**src/rtl/insrom_pkg.sv**
```systemverilog
// Shared definitions for the instruction-ROM arbiter: default widths, port
// indices, response-slot state encoding and the address alignment helper.
package insrom_pkg;

    localparam int WORD_DEF = 32;
    localparam int ADDR_DEF = 32;

    localparam int PORT_IF = 0;
    localparam int PORT_LD = 1;

    typedef enum logic [1:0] {
        SLOT_EMPTY = 2'd0,
        SLOT_LIVE  = 2'd1,
        SLOT_HELD  = 2'd2
    } slot_state_e;

    function automatic logic addr_misaligned(input logic [1:0] lsb);
        return (lsb != 2'b00);
    endfunction

endpackage

```
**src/rtl/insrom_arb_port.sv**
```systemverilog
// One requester's response slot: EMPTY/LIVE/HELD state, hold register and
// eligibility. Optional error bit under INSROM_ARB_MISALIGN_CHK_EN.
module insrom_arb_port
    import insrom_pkg::*;
#(
    parameter int WORD = WORD_DEF
) (
    input  logic            clk,
    input  logic            rst_n,
    input  logic            req_valid_i,
    input  logic            rsp_ready_i,
    input  logic            grant_i,
`ifdef INSROM_ARB_MISALIGN_CHK_EN
    input  logic            misalign_i,
    output logic            rsp_err_o,
`endif
    input  logic [WORD-1:0] rom_dout_i,
    output logic            eligible_o,
    output logic            rsp_valid_o,
    output logic [WORD-1:0] rsp_data_o
);

    slot_state_e     state_q, state_d;
    logic [WORD-1:0] hold_q, hold_d;
    logic [WORD-1:0] live_data_s;

`ifdef INSROM_ARB_MISALIGN_CHK_EN
    logic err_q, err_d;

    // A misaligned grant never reaches the ROM, so its live word is forced to zero.
    always_comb begin
        live_data_s = err_q ? '0 : rom_dout_i;
    end

    assign rsp_err_o = rsp_valid_o & err_q;
`else
    // Live word is the ROM output in the cycle after the grant.
    always_comb begin
        live_data_s = rom_dout_i;
    end
`endif

    // Response outputs and eligibility for a new grant.
    always_comb begin
        rsp_valid_o = (state_q == SLOT_LIVE) || (state_q == SLOT_HELD);
        case (state_q)
            SLOT_LIVE: rsp_data_o = live_data_s;
            SLOT_HELD: rsp_data_o = hold_q;
            default:   rsp_data_o = '0;
        endcase
        eligible_o = req_valid_i &&
                     ((state_q == SLOT_EMPTY) || (rsp_valid_o && rsp_ready_i));
    end

    // Slot next state; a grant always wins since the old word drains the same cycle.
    always_comb begin
        state_d = state_q;
        hold_d  = hold_q;
`ifdef INSROM_ARB_MISALIGN_CHK_EN
        err_d   = err_q;
`endif
        if (grant_i) begin
            state_d = SLOT_LIVE;
`ifdef INSROM_ARB_MISALIGN_CHK_EN
            err_d   = misalign_i;
`endif
        end else begin
            case (state_q)
                SLOT_LIVE: begin
                    if (rsp_ready_i) begin
                        state_d = SLOT_EMPTY;
                    end else begin
                        state_d = SLOT_HELD;
                        hold_d  = live_data_s;
                    end
                end
                SLOT_HELD: begin
                    if (rsp_ready_i) begin
                        state_d = SLOT_EMPTY;
                    end else begin
                        state_d = SLOT_HELD;
                    end
                end
                default: begin
                    state_d = SLOT_EMPTY;
                end
            endcase
        end
    end

    // Slot registers; reset discards any read in flight.
    always_ff @(posedge clk or negedge rst_n) begin
        if (!rst_n) begin
            state_q <= SLOT_EMPTY;
            hold_q  <= '0;
`ifdef INSROM_ARB_MISALIGN_CHK_EN
            err_q   <= 1'b0;
`endif
        end else begin
            state_q <= state_d;
            hold_q  <= hold_d;
`ifdef INSROM_ARB_MISALIGN_CHK_EN
            err_q   <= err_d;
`endif
        end
    end

endmodule

```
**src/rtl/insrom_arbiter.sv**
```systemverilog
// Round-robin sharing of the synchronous instruction ROM between fetch (port 0)
// and load (port 1). Optional misalignment check: INSROM_ARB_MISALIGN_CHK_EN.
module insrom_arbiter
    import insrom_pkg::*;
#(
    parameter int WORD = WORD_DEF,
    parameter int ADDR = ADDR_DEF
) (
    input  logic            clk,
    input  logic            rst_n,
    input  logic [1:0]      req_valid,
    output logic [1:0]      req_ready,
    input  logic [ADDR-1:0] req_addr0,
    input  logic [ADDR-1:0] req_addr1,
    output logic [1:0]      rsp_valid,
    input  logic [1:0]      rsp_ready,
    output logic [WORD-1:0] rsp_data0,
    output logic [WORD-1:0] rsp_data1,
`ifdef INSROM_ARB_MISALIGN_CHK_EN
    output logic [1:0]      rsp_err,
`endif
    output logic [ADDR-1:0] rom_addr,
    input  logic [WORD-1:0] rom_dout
);

    logic [1:0] elig_s;
    logic [1:0] grant_s;
    logic [1:0] mis_s;
    logic       lg_q, lg_d;

`ifdef INSROM_ARB_MISALIGN_CHK_EN
    assign mis_s = {addr_misaligned(req_addr1[1:0]), addr_misaligned(req_addr0[1:0])};
`else
    assign mis_s = 2'b00;
`endif

    insrom_arb_port #(.WORD(WORD)) u_port_if (
        .clk         (clk),
        .rst_n       (rst_n),
        .req_valid_i (req_valid[PORT_IF]),
        .rsp_ready_i (rsp_ready[PORT_IF]),
        .grant_i     (grant_s[PORT_IF]),
`ifdef INSROM_ARB_MISALIGN_CHK_EN
        .misalign_i  (mis_s[PORT_IF]),
        .rsp_err_o   (rsp_err[PORT_IF]),
`endif
        .rom_dout_i  (rom_dout),
        .eligible_o  (elig_s[PORT_IF]),
        .rsp_valid_o (rsp_valid[PORT_IF]),
        .rsp_data_o  (rsp_data0)
    );

    insrom_arb_port #(.WORD(WORD)) u_port_ld (
        .clk         (clk),
        .rst_n       (rst_n),
        .req_valid_i (req_valid[PORT_LD]),
        .rsp_ready_i (rsp_ready[PORT_LD]),
        .grant_i     (grant_s[PORT_LD]),
`ifdef INSROM_ARB_MISALIGN_CHK_EN
        .misalign_i  (mis_s[PORT_LD]),
        .rsp_err_o   (rsp_err[PORT_LD]),
`endif
        .rom_dout_i  (rom_dout),
        .eligible_o  (elig_s[PORT_LD]),
        .rsp_valid_o (rsp_valid[PORT_LD]),
        .rsp_data_o  (rsp_data1)
    );

    // Round-robin pick; lg_q holds the index of the last granted port.
    always_comb begin
        grant_s = 2'b00;
        lg_d    = lg_q;
        if (!rst_n) begin
            grant_s = 2'b00;
        end else begin
            case (elig_s)
                2'b01:   grant_s = 2'b01;
                2'b10:   grant_s = 2'b10;
                2'b11:   grant_s = lg_q ? 2'b01 : 2'b10;
                default: grant_s = 2'b00;
            endcase
            if (grant_s != 2'b00) begin
                lg_d = grant_s[PORT_LD];
            end else begin
                lg_d = lg_q;
            end
        end
    end

    assign req_ready = grant_s;

    // ROM address follows the granted port; idle or misaligned grants drive zero.
    always_comb begin
        rom_addr = '0;
        case (grant_s)
            2'b01:   rom_addr = mis_s[PORT_IF] ? '0 : req_addr0;
            2'b10:   rom_addr = mis_s[PORT_LD] ? '0 : req_addr1;
            default: rom_addr = '0;
        endcase
    end

    // Last-grant pointer; resets to port 1 so port 0 wins the first tie.
    always_ff @(posedge clk or negedge rst_n) begin
        if (!rst_n) begin
            lg_q <= 1'b1;
        end else begin
            lg_q <= lg_d;
        end
    end

endmodule
```
**config.mk**
```make
export PLATFORM = sky130hd
export DESIGN_NAME = insrom_arbiter
export DESIGN_NICKNAME = d
export VERILOG_FILES = /design/src/rtl/insrom_pkg.sv /design/src/rtl/insrom_arb_port.sv /design/src/rtl/insrom_arbiter.sv
export SDC_FILE = /design/constraint.sdc
export NUM_CORES = 1
export LEC_CHECK = 0
export ABC_CLOCK_PERIOD_IN_PS = 2400
export BUFFER_PORTS_ARGS = -buffer_cell sky130_fd_sc_hd__buf_2
export CAP_MARGIN = 20
export CORE_UTILIZATION = 43
export DETAILED_ROUTE_END_ITERATION = 10
export PLACE_DENSITY = 0.8
export SYNTH_ARGS = -nofsm -noshare
export SYNTH_HDL_FRONTEND = slang
export SYNTH_SLANG_ARGS = --single-unit
```
**constraint.sdc**
```tcl
create_clock -name clk -period 2.4 [get_ports clk]
set_clock_uncertainty 0.15 [all_clocks]
set_input_delay 0.36 -clock clk [delete_from_list [all_inputs] [get_ports clk]]
set_output_delay 0.36 -clock clk [all_outputs]
set_load 0.01 [all_outputs]
```
## Yosys cells after proc, flatten, opt, wreduce, memory -nomap -nowiden

Index checks and enable logic that the tools add are counted.

| word-level totals | value |
|---|---|
| output and inout bits | 100 |
| input bits | 102 |
| bits in registers | 69 |
| word-level logic and storage cells | 47 |

| cells by class | value |
|---|---|
| bitwise operators | 4 |
| reductions and logical operators | 16 |
| equality and inequality tests | 9 |
| multiplexer cells | 13 |

Operators with widths:

| kind | number |
|---|---|
| $pmux 32 s2 | 3 |
| $mux 2 | 9 |
| $eq 2x2->1 const B | 5 |
| $eq 2x1->1 const B | 4 |
| $pmux 2 s3 | 1 |
| $reduce_and 3->1 | 2 |
| $logic_and 1x1->1 | 4 |
| $logic_not 2->1 | 2 |
| $logic_or 1x1->1 | 4 |
| $not 1->1 | 4 |
| $reduce_or 2->1 | 2 |
| $reduce_and 2->1 | 1 |
| $reduce_bool 2->1 | 1 |

## Logic depth before layout (Yosys ltp)

Gate-level depths: netlist (run 1).

| logic depth | value |
|---|---|
| depth in word-level cells | 11 |
| mapped depth | 9 |
| mapped depth without buffers | 8 |

## Cells and area by module

Synthesis (run 1) repeated with hierarchy kept, for this count alone.

| unflattened totals | value |
|---|---|
| cells, all modules | 387 |
| area, all modules | 4101.4 µm² |

Modules (own cells, without submodules):

| module | area each (µm²) | cells each | seq. area each (µm²) | instances |
|---|---|---|---|---|
| insrom_arb_port | 1790.5 | 151 | 850.8 | 2 |
| insrom_arbiter | 520.5 | 85 | 26.3 | 1 |

## Worst setup path before layout (run 1)

OpenSTA, ideal clock, no wires.

| timing | value |
|---|---|
| kind | reg-to-output |
| start point | register u_port_ld.state_q[0] |
| end point | output rom_addr[10] |
| setup slack | -0.333 ns |
| arrival time | 2.223 ns |
| path buffers | 1 |
| stages on the path, launching flop included | 9 |
| required time | 1.890 ns |
| cell sequence | dfrtp_1 > inv_1 > ha_1 > a21o_1 > a311oi_4 > ha_1 > clkbuf_1 > a22oi_1 > nor2_1 |

| between the ends | value |
|---|---|
| cells in the longest elaborated chain, start to end | 11 |
| elaborated cells on any way between the ends | 16 |
| classes of those cells | 7 x eq/ne; 4 x mux; 5 x reduce/logical |

Ends and longest elaborated chain:

| element | line | RTL |
|---|---|---|
| start: declaration | insrom_arb_port.sv:23 | `slot_state_e state_q, state_d;` |
| start signal: assignment | insrom_arb_port.sv:100 | `state_q <= state_d;` |
| $eq 2x1->1 or $eq 2x2->1 (tied branches) | insrom_arb_port.sv:45 | `rsp_valid_o = (state_q == SLOT_LIVE) \|\| (state_q == SLOT_HELD);` |
| $logic_or 1x1->1 (*) | insrom_arb_port.sv:45 |  |
| net u_port_ld.rsp_valid_o | insrom_arb_port.sv:19 | `output logic rsp_valid_o,` |
| $logic_and 1x1->1 (*) | insrom_arb_port.sv:52 | `((state_q == SLOT_EMPTY) \|\| (rsp_valid_o && rsp_ready_i));` |
| $logic_or 1x1->1 (*) | insrom_arb_port.sv:52 |  |
| $logic_and 1x1->1 (*) | insrom_arb_port.sv:51 | `eligible_o = req_valid_i &&` |
| $eq 2x2->1 or $eq 2x1->1 (tied branches) | insrom_arbiter.sv:76 | `case (elig_s)` |
| $pmux 2 s3 (*) | insrom_arbiter.sv:76 |  |
| $mux 2 (*) (2 in series) | insrom_arbiter.sv:73 | `if (!rst_n) begin` |
| net u_port_if.grant_i | insrom_arb_port.sv:12 | `input logic grant_i,` |
| $eq 2x2->1 or $eq 2x1->1 (tied branches) | insrom_arbiter.sv:95 | `case (grant_s)` |
| $pmux 32 s2 (*) | insrom_arbiter.sv:95 |  |
| end: declaration | insrom_arbiter.sv:22 | `output logic [ADDR-1:0] rom_addr,` |

The timed path passes the listed nets; every way through them passes the cells marked *. The select of a mux whose other input is x is not followed.

## Worst setup path after layout (run 1)

| timing | value |
|---|---|
| start point | register u_port_ld.state_q[0] |
| end point | output rom_addr[19] |

| between the ends | value |
|---|---|
| cells in the longest elaborated chain, start to end | 11 |
| elaborated cells on any way between the ends | 16 |
| classes of those cells | 7 x eq/ne; 4 x mux; 5 x reduce/logical |

Ends and longest elaborated chain:

| element | line |
|---|---|
| $eq 2x1->1 or $eq 2x2->1 (tied branches) | insrom_arb_port.sv:45 |
| $logic_or 1x1->1 | insrom_arb_port.sv:45 |
| $logic_and 1x1->1 | insrom_arb_port.sv:52 |
| $logic_or 1x1->1 (*) | insrom_arb_port.sv:52 |
| $logic_and 1x1->1 (*) | insrom_arb_port.sv:51 |
| $eq 2x2->1 or $eq 2x1->1 (tied branches) | insrom_arbiter.sv:76 |
| $pmux 2 s3 (*) | insrom_arbiter.sv:76 |
| $mux 2 (*) (2 in series) | insrom_arbiter.sv:73 |
| $eq 2x2->1 or $eq 2x1->1 (tied branches) | insrom_arbiter.sv:95 |
| $pmux 32 s2 (*) | insrom_arbiter.sv:95 |

Every way passes the cells marked *; elsewhere a longest branch is shown, timed or not. The select of a mux whose other input is x is not followed.

==> run metrics, run 1 <==
status=complete, but fails checks; failing checks=negative setup slack; chip height=just over 100 um; Starting Density=between 40% and 50%; Post-Route WL=roughly 14 mm; layout cells sized above 1=around 64%; post-synth top area cell=dfrtp_1; fillers=~730; Max stage delay on crit path=just under 0.4 ns; final hold slack=slightly below 0.08 ns; Clock Sinks=69; Initial DRC Count=200; vias in the first global route=3979; worst relative slew slack=approximately 42%; data arrival time of the worst path=approximately 2.4 ns; sequential share of the synthesized area=40.7%; min Tclk post-route=between 2 and 3 ns; number of nets in the layout=around 720; internal power=3.37 mW; Yosys top cell area share=between 40% and 50%; Hold Path Class=in2reg; RSZ-0062 raised after global routing=true; Worst-path clk slew=about 0.070 ns; Skew-Pair Late Insertion Delay=approximately 0.34 ns; total number of vias=between 4000 and 5000; # port buffers=approximately 200; Core Region=9420 um^2; maximum clock frequency=about 0.35 GHz; total of max-cap violations=0; CTS Root Buffer Type=clkbuf_8; H-tree levels=3; Sw Share=32.3%; Post-Layout Inst Area=6320 um^2; GP Congestion=approximately 0.77; Yosys warnings=0; n_diodes=0; worst setup margin=-0.473 ns; syn nets=between 500 and 600; Clock power frac=between 10% and 20%; Die Footprint=10300 um^2; cts bufs inserted=9; Synth Instances=roughly 390; Placed Area=5760 um^2; Final Total Pwr=~5 mW; TritonCTS clock tree=built; grt ovf=0; #FFs+latches synth=slightly below 70; Setup Viol. Count Final=32; Setup CP Type=reg2out; slowest CP cell=dfrtp_1; post-route insts no fill=746; overall global routing resource usage=between 20% and 30%; most common cell after layout, fill and taps aside=buf_2; # rows=35; cell area after synthesis=between 4000 and 5000 um^2; Avg Cell Area, Syn=10.9 um^2; vias per std cell=5.43; crit start category=flop; Net Switching=roughly 1.6 mW; Worst EP required=around 1.9 ns; Pleak=approximately 2.9 nW; post-DR wirelength/cell=~18 um; most frequent cells in the layout=199 x buf_2, 77 x a22oi_1, 68 x dfrtp_1; antenna violation net count after detailed routing=0; Slew Limit Fails=0; hpwl dp=9.01 mm; first-pass GRT wire length=approximately 20 mm; number of instances in the placed design=roughly 720; Final Hold Viols=0; area grow syn2layout=48.8%; count of cell types in the netlist=22; Residual DRC=0; crit path max fanout=21; largest net degree at the start of global routing=69; worst-path cell chain=inv_2 -> ha_4 -> a21o_4 -> a311oi_4 -> ha_2 -> buf_12 -> a22oi_1 -> nor2_2 -> buf_2; Die X=101 um; DR pass1 iterations=4; antenna violations before repair=0; final worst path period share=120%; num ports=202; Fin Setup TNS=-13.08 ns; largest cells by area after synthesis=dfrtp_1 40%, a22oi_1 17%, mux2_4 11%; Comb power frac=40.0%; Reg power frac=between 40% and 50%; crit end category=output pin; Clock Tree Buf Depth=2; peak supply drop=0.451 mV; worst slew pin tran=slightly below 0.9 ns; PwrDens=787 nW/um^2
[per-layer routing]
metal	track usage, %	share of wire, %	up-vias
met5	0	0	-
met4	7.47	2.8	0
met3	6.49	7.2	22
met2	45.5	51	185
met1	28.3	39	1992
li1	-	-	1851
[registers in the layout (all words and copies together), names as in the netlist]
signal / cells
u_port_ld.state_q: 2
u_port_if.hold_q: 32
u_port_if.state_q: 2
u_port_ld.hold_q: 32
lg_q: 1
[final timing paths]
kind	from	end	slack [ns]	cells after the start
min in group asynchronous	rst_n	u_port_ld.hold_q[26]$_DFFE_PN0P_	0.18	2
max in group asynchronous	rst_n	u_port_ld.hold_q[0]$_DFFE_PN0P_	1.37	2
hold reg to reg	u_port_ld.hold_q[0]$_DFFE_PN0P_	u_port_ld.hold_q[0]$_DFFE_PN0P_	0.36	1
setup / recovery	u_port_ld.state_q[0]$_DFF_PN0_	rom_addr[19]	-0.47	9
setup reg to reg	u_port_if.state_q[0]$_DFF_PN0_	u_port_if.hold_q[2]$_DFFE_PN0P_	0.01	10
hold / removal	rsp_ready[1]	u_port_ld.state_q[1]$_DFF_PN0_	0.08	2
[worst max-delay path: cells and delay by family, from the launching register on]
family / cells / cell delay [ns]
AO/OA/AOI/OAI: 3 / 0.58
adder cells (fa/ha/maj): 2 / 0.53
buffers and inverters: 3 / 0.41
flip-flops: 1 / 0.39
AND/OR/NAND/NOR: 1 / 0.11
[kinds of logic (layout without fill, tap and decap cells)]
group | Yosys count | count (layout) | synth area share [%]
compound gates | 101 | 101 | 18.3
fa+ha+maj | 8 | 8 | 2.36
buf+inv | 46 | 272 | 5.48
flops | 69 | 69 | 40.7
mux | 64 | 64 | 19.6
simple gates | 103 | 103 | 13.6
[Yosys cell counts, drive strengths merged]
cell type	instances
nor2	32
nand3	1
a21o	1
a311oi	1
nor3b	3
mux2	64
ha	8
buf	10
dfstp	1
a21oi	2
inv	7
nand3b	1
dfrtp	68
nand2	2
o2111ai	1
nor2b	64
a22oi	96
clkbuf	29
[cell type report]
cell class	count	area, um^2	area share [%]
clock buffers	10	128	2.02
clock inverters	6	62.6	0.990
inverters	7	26.3	0.416
multi-input cells	276	2560	40.5
flip-flops and latches	69	1730	27.3
well taps	129	161	2.55
repair buffers	249	1660	26.2
[through the flow]
step,util (%),setup slack [ns]
4_1_cts,64.1,-0.447
2_1_floorplan,-,-0.0408
3_3_place_gp,61.2,-0.0491
6_report,67.1,-0.473
3_5_place_dp,61.2,-0.121
5_1_grt,67.1,-0.610
[timing repair]
action                                  4_1_cts  5_1_grt
pin swaps                                     2        4
setup buffers                                 3        5
gates resized for setup                      12       30
cloned                                        0        6
endpoints found under the setup margin       59      113
hold endpoints to repair                      2        0
hold buffers                                  1        0
[power groups by stage]
stage	sequential (mW)	clock, mW	combinational (mW)
after detailed placement	2.03	0	1.82
final	2.04	0.944	1.99
after floorplan	1.94	0	1.32
after global placement	2.00	0	1.75
after CTS	2.02	0.966	1.86
after global routing	2.09	1.01	2.14
Power figures use the tool's default switching activity.
==> run 2: changes to the inputs <==
--- a/config.mk
+++ b/config.mk
@@ -5,12 +5,14 @@
 export SDC_FILE = /design/constraint.sdc
 export NUM_CORES = 1
 export LEC_CHECK = 0
+export ABC_AREA = 1
 export ABC_CLOCK_PERIOD_IN_PS = 2400
 export BUFFER_PORTS_ARGS = -buffer_cell sky130_fd_sc_hd__buf_2
 export CAP_MARGIN = 20
 export CORE_UTILIZATION = 43
 export DETAILED_ROUTE_END_ITERATION = 10
-export PLACE_DENSITY = 0.8
+export PLACE_DENSITY = 0.79
 export SYNTH_ARGS = -nofsm -noshare
 export SYNTH_HDL_FRONTEND = slang
 export SYNTH_SLANG_ARGS = --single-unit
+export TNS_END_PERCENT = 30
==> run 2 against run 1 <==
Effect of this change:
- the flow still finishes with violations (negative setup slack)
- routed wire length rose by 15%
- sequential share of layout area fell by 0.84 points
- critical path type unchanged
- worst setup slack improved by 0.087 ns
- highest routed layer unchanged
- flip-flop and latch count did not move
==> run metrics, run 2 <==
# rows=36 (was 35); Residual DRC=0 (unchanged); layout cells sized above 1=43.9% (was 64.3%); Async SR Flop Fraction=100% (unchanged); RSZ-0062 raised after global routing=true (unchanged); GP Congestion=0.819 (was 0.773); peak supply drop=0.346 mV (was 0.451 mV); hpwl dp=9.45 mm (was 9.01 mm); Hold Path Class=in2reg (unchanged); total number of vias=5302 (was 4050); H-tree levels=3 (unchanged); post-route insts no fill=981 (was 746); Fin Setup TNS=-11.21 ns (was -13.08 ns); final worst path period share=116% (was 120%); largest cells by area after synthesis=dfrtp_1 39%, nand2_1 28%, a21oi_1 11% (was dfrtp_1 40%, a22oi_1 17%, mux2_4 11%); Yosys top cell area share=39.0% (was 40.0%); n_diodes=0 (unchanged); Synth Flop Type=dfrtp_1 (unchanged); Synth Instances=645 (was 391); Final Hold Viols=0 (unchanged); Setup Viol. Count Final=33 (was 32); Slew Limit Fails=0 (unchanged); first-pass GRT wire length=22.3 mm (was 19.6 mm); worst relative slew slack=39.8% (was 42.4%); post-DR wirelength/cell=16.2 um (was 18.4 um); min Tclk post-route=2.79 ns (was 2.87 ns); failing checks=negative setup slack (unchanged); cell area after synthesis=4370 um^2 (was 4250 um^2); Worst-path clk slew=0.08 ns (was 0.07 ns); cts bufs inserted=9 (unchanged); worst setup margin=-0.385 ns (was -0.473 ns); DR pass1 iterations=5 (was 4); number of instances in the placed design=946 (was 715); EDFF count, synth=0 (unchanged); post-synth top area cell=dfrtp_1 (unchanged); Synth top cells by count=326 x nand2_1, 97 x a21oi_1, 68 x dfrtp_1, 64 x nand4_1, 26 x clkbuf_1 (was 96 x a22oi_1, 68 x dfrtp_1, 64 x nor2b_1, 34 x mux2_2, 32 x nor2_1); utilization after layout=66.4% (was 67.1%); number of nets in the layout=953 (was 722); count of cell types in the netlist=17 (was 22); Core Region=9820 um^2 (was 9420 um^2); Yosys warnings=0 (unchanged); TritonCTS clock tree=built (unchanged); status=complete, but fails checks (unchanged); Skew-Pair Late Insertion Delay=0.35 ns (was 0.34 ns); most numerous cell in the Yosys netlist=nand2_1 (was a22oi_1); crit end category=output pin (unchanged); most frequent cells in the layout=273 x nand2_1, 200 x buf_2, 68 x dfrtp_1 (was 199 x buf_2, 77 x a22oi_1, 68 x dfrtp_1); # port buffers=201 (unchanged); Die X=103 um (was 101 um); area grow syn2layout=49.4% (was 48.8%); Pleak=3.29 nW (was 2.90 nW); crit start category=flop (unchanged); vias in the first global route=4710 (was 3979); chip height=103 um (was 101 um); antenna violations before repair=0 (unchanged); PwrDens=765 nW/um^2 (was 787 nW/um^2); Clock Sinks=69 (unchanged); most common cell after layout, fill and taps aside=nand2_1 (was buf_2); num ports=202 (unchanged); Largest regs=u_port_if.hold_q: 32 flops, u_port_ld.hold_q: 32 flops (unchanged); Placed Area=5620 um^2 (was 5760 um^2); largest net degree at the start of global routing=70 (was 69); CTS Root Buffer Type=clkbuf_8 (unchanged); setup slack at placement=-0.0226 ns (was -0.121 ns); #FFs+latches synth=69 (unchanged); Die Footprint=10600 um^2 (was 10300 um^2); crit path max fanout=11 (was 21); grt ovf=0 (unchanged); vias per std cell=5.40 (was 5.43); Setup CP Type=reg2out (unchanged); Worst EP required=1.89 ns (about the same); syn nets=755 (was 501); worst slew pin tran=0.902 ns (was 0.865 ns); overall global routing resource usage=27.3% (was 24.9%); Post-Layout Inst Area=6520 um^2 (was 6320 um^2); Avg Cell Area, Syn=6.77 um^2 (was 10.9 um^2); Initial DRC Count=339 (was 200); sequential share of the synthesized area=39.6% (was 40.7%); maximum clock frequency=0.359 GHz (was 0.348 GHz); Post-Route WL=15.9 mm (was 13.8 mm); # hold bufs at CTS=0 (was 1); total of max-cap violations=0 (unchanged); Clock Tree Buf Depth=2 (unchanged); data arrival time of the worst path=2.28 ns (was 2.36 ns); antenna violation net count after detailed routing=0 (unchanged); Starting Density=44.5% (was 45.1%)
==> run 2: worst paths after layout <==
kind	startpoint	to	slack, ns	cells after the start
max reg2reg	u_port_if.state_q[1]$_DFF_PN0_	u_port_ld.hold_q[16]$_DFFE_PN0P_	0.22	10
max in group asynchronous	rst_n	u_port_if.hold_q[12]$_DFFE_PN0P_	1.41	2
min in group asynchronous	rst_n	u_port_ld.hold_q[9]$_DFFE_PN0P_	0.08	2
min reg2reg	u_port_ld.hold_q[4]$_DFFE_PN0P_	u_port_ld.hold_q[4]$_DFFE_PN0P_	0.33	2
min	rsp_ready[1]	u_port_ld.state_q[1]$_DFF_PN0_	0.06	2
max	u_port_if.state_q[1]$_DFF_PN0_	rom_addr[6]	-0.39	12
==> run 2: per-layer routing <==
layer | wire length (um) | vias up | GRT usage (%)
li1 | - | 2515 | -
met1 | 6230 | 2481 | 33.6
met2 | 8110 | 275 | 48.3
met3 | 1150 | 31 | 4.68
met4 | 371 | 0 | 9.64
met5 | 0 | - | 0
==> run 2: per-stage QoR <==
stage          hold slack [ns]  power, mW
6_report                0.0618       4.99
5_1_grt                 0.0657       5.32
4_1_cts                 0.0433       4.72
3_5_place_dp             0.309       3.57
3_3_place_gp             0.304       3.50
2_1_floorplan          -0.0856       3.00
==> run 2: cell type report <==
cell class / count / area [um^2]
inverters: 14 / 52.6
multi-input cells: 507 / 2790
clock inverters: 7 / 98.8
fillers: 860 / 3300
well taps: 133 / 166
repair buffers: 242 / 1570
flip-flops and latches: 69 / 1730
clock buffers: 9 / 124
==> run 2: cell families after synthesis <==
kind of cell | count (synthesis) | synth area share, %
flip-flops | 69 | 39.6
buffers and inverters | 71 | 7.99
AND/OR/NAND/NOR | 400 | 39.0
AO/OA/AOI/OAI | 97 | 11.1
adder cells (fa/ha/maj) | 8 | 2.29
==> run 2: critical path, cell delays in order (launching register included) <==
cell     delay, ns
dfrtp_1       0.39
inv_2         0.06
ha_4          0.27
nand2_2       0.05
nand2_2       0.06
nand2_2       0.05
nor2_2        0.10
nand2_2       0.09
buf_6         0.13
ha_4          0.26
buf_12        0.16
a21oi_2       0.13
buf_2         0.15
==> run 2: repair_timing <==
action / in CTS / in global routing
endpoints found under the setup margin: 32 / 125
resized for setup: 27 / 90
gates cloned: 2 / 9
pin swaps: 7 / 23
setup buffers: 5 / 3
==> run 2: power by group <==
| part | leakage, nW | total [mW] | switching (mW) | internal [mW] |
|---|---|---|---|---|
| Sequential | 0.868 | 2.01 | 0.305 | 1.71 |
| Combinational | 2.31 | 1.90 | 1.14 | 0.764 |
| Clock | 0.110 | 1.07 | 0.485 | 0.590 |
| Total | 3.29 | 4.99 | 1.93 | 3.06 |
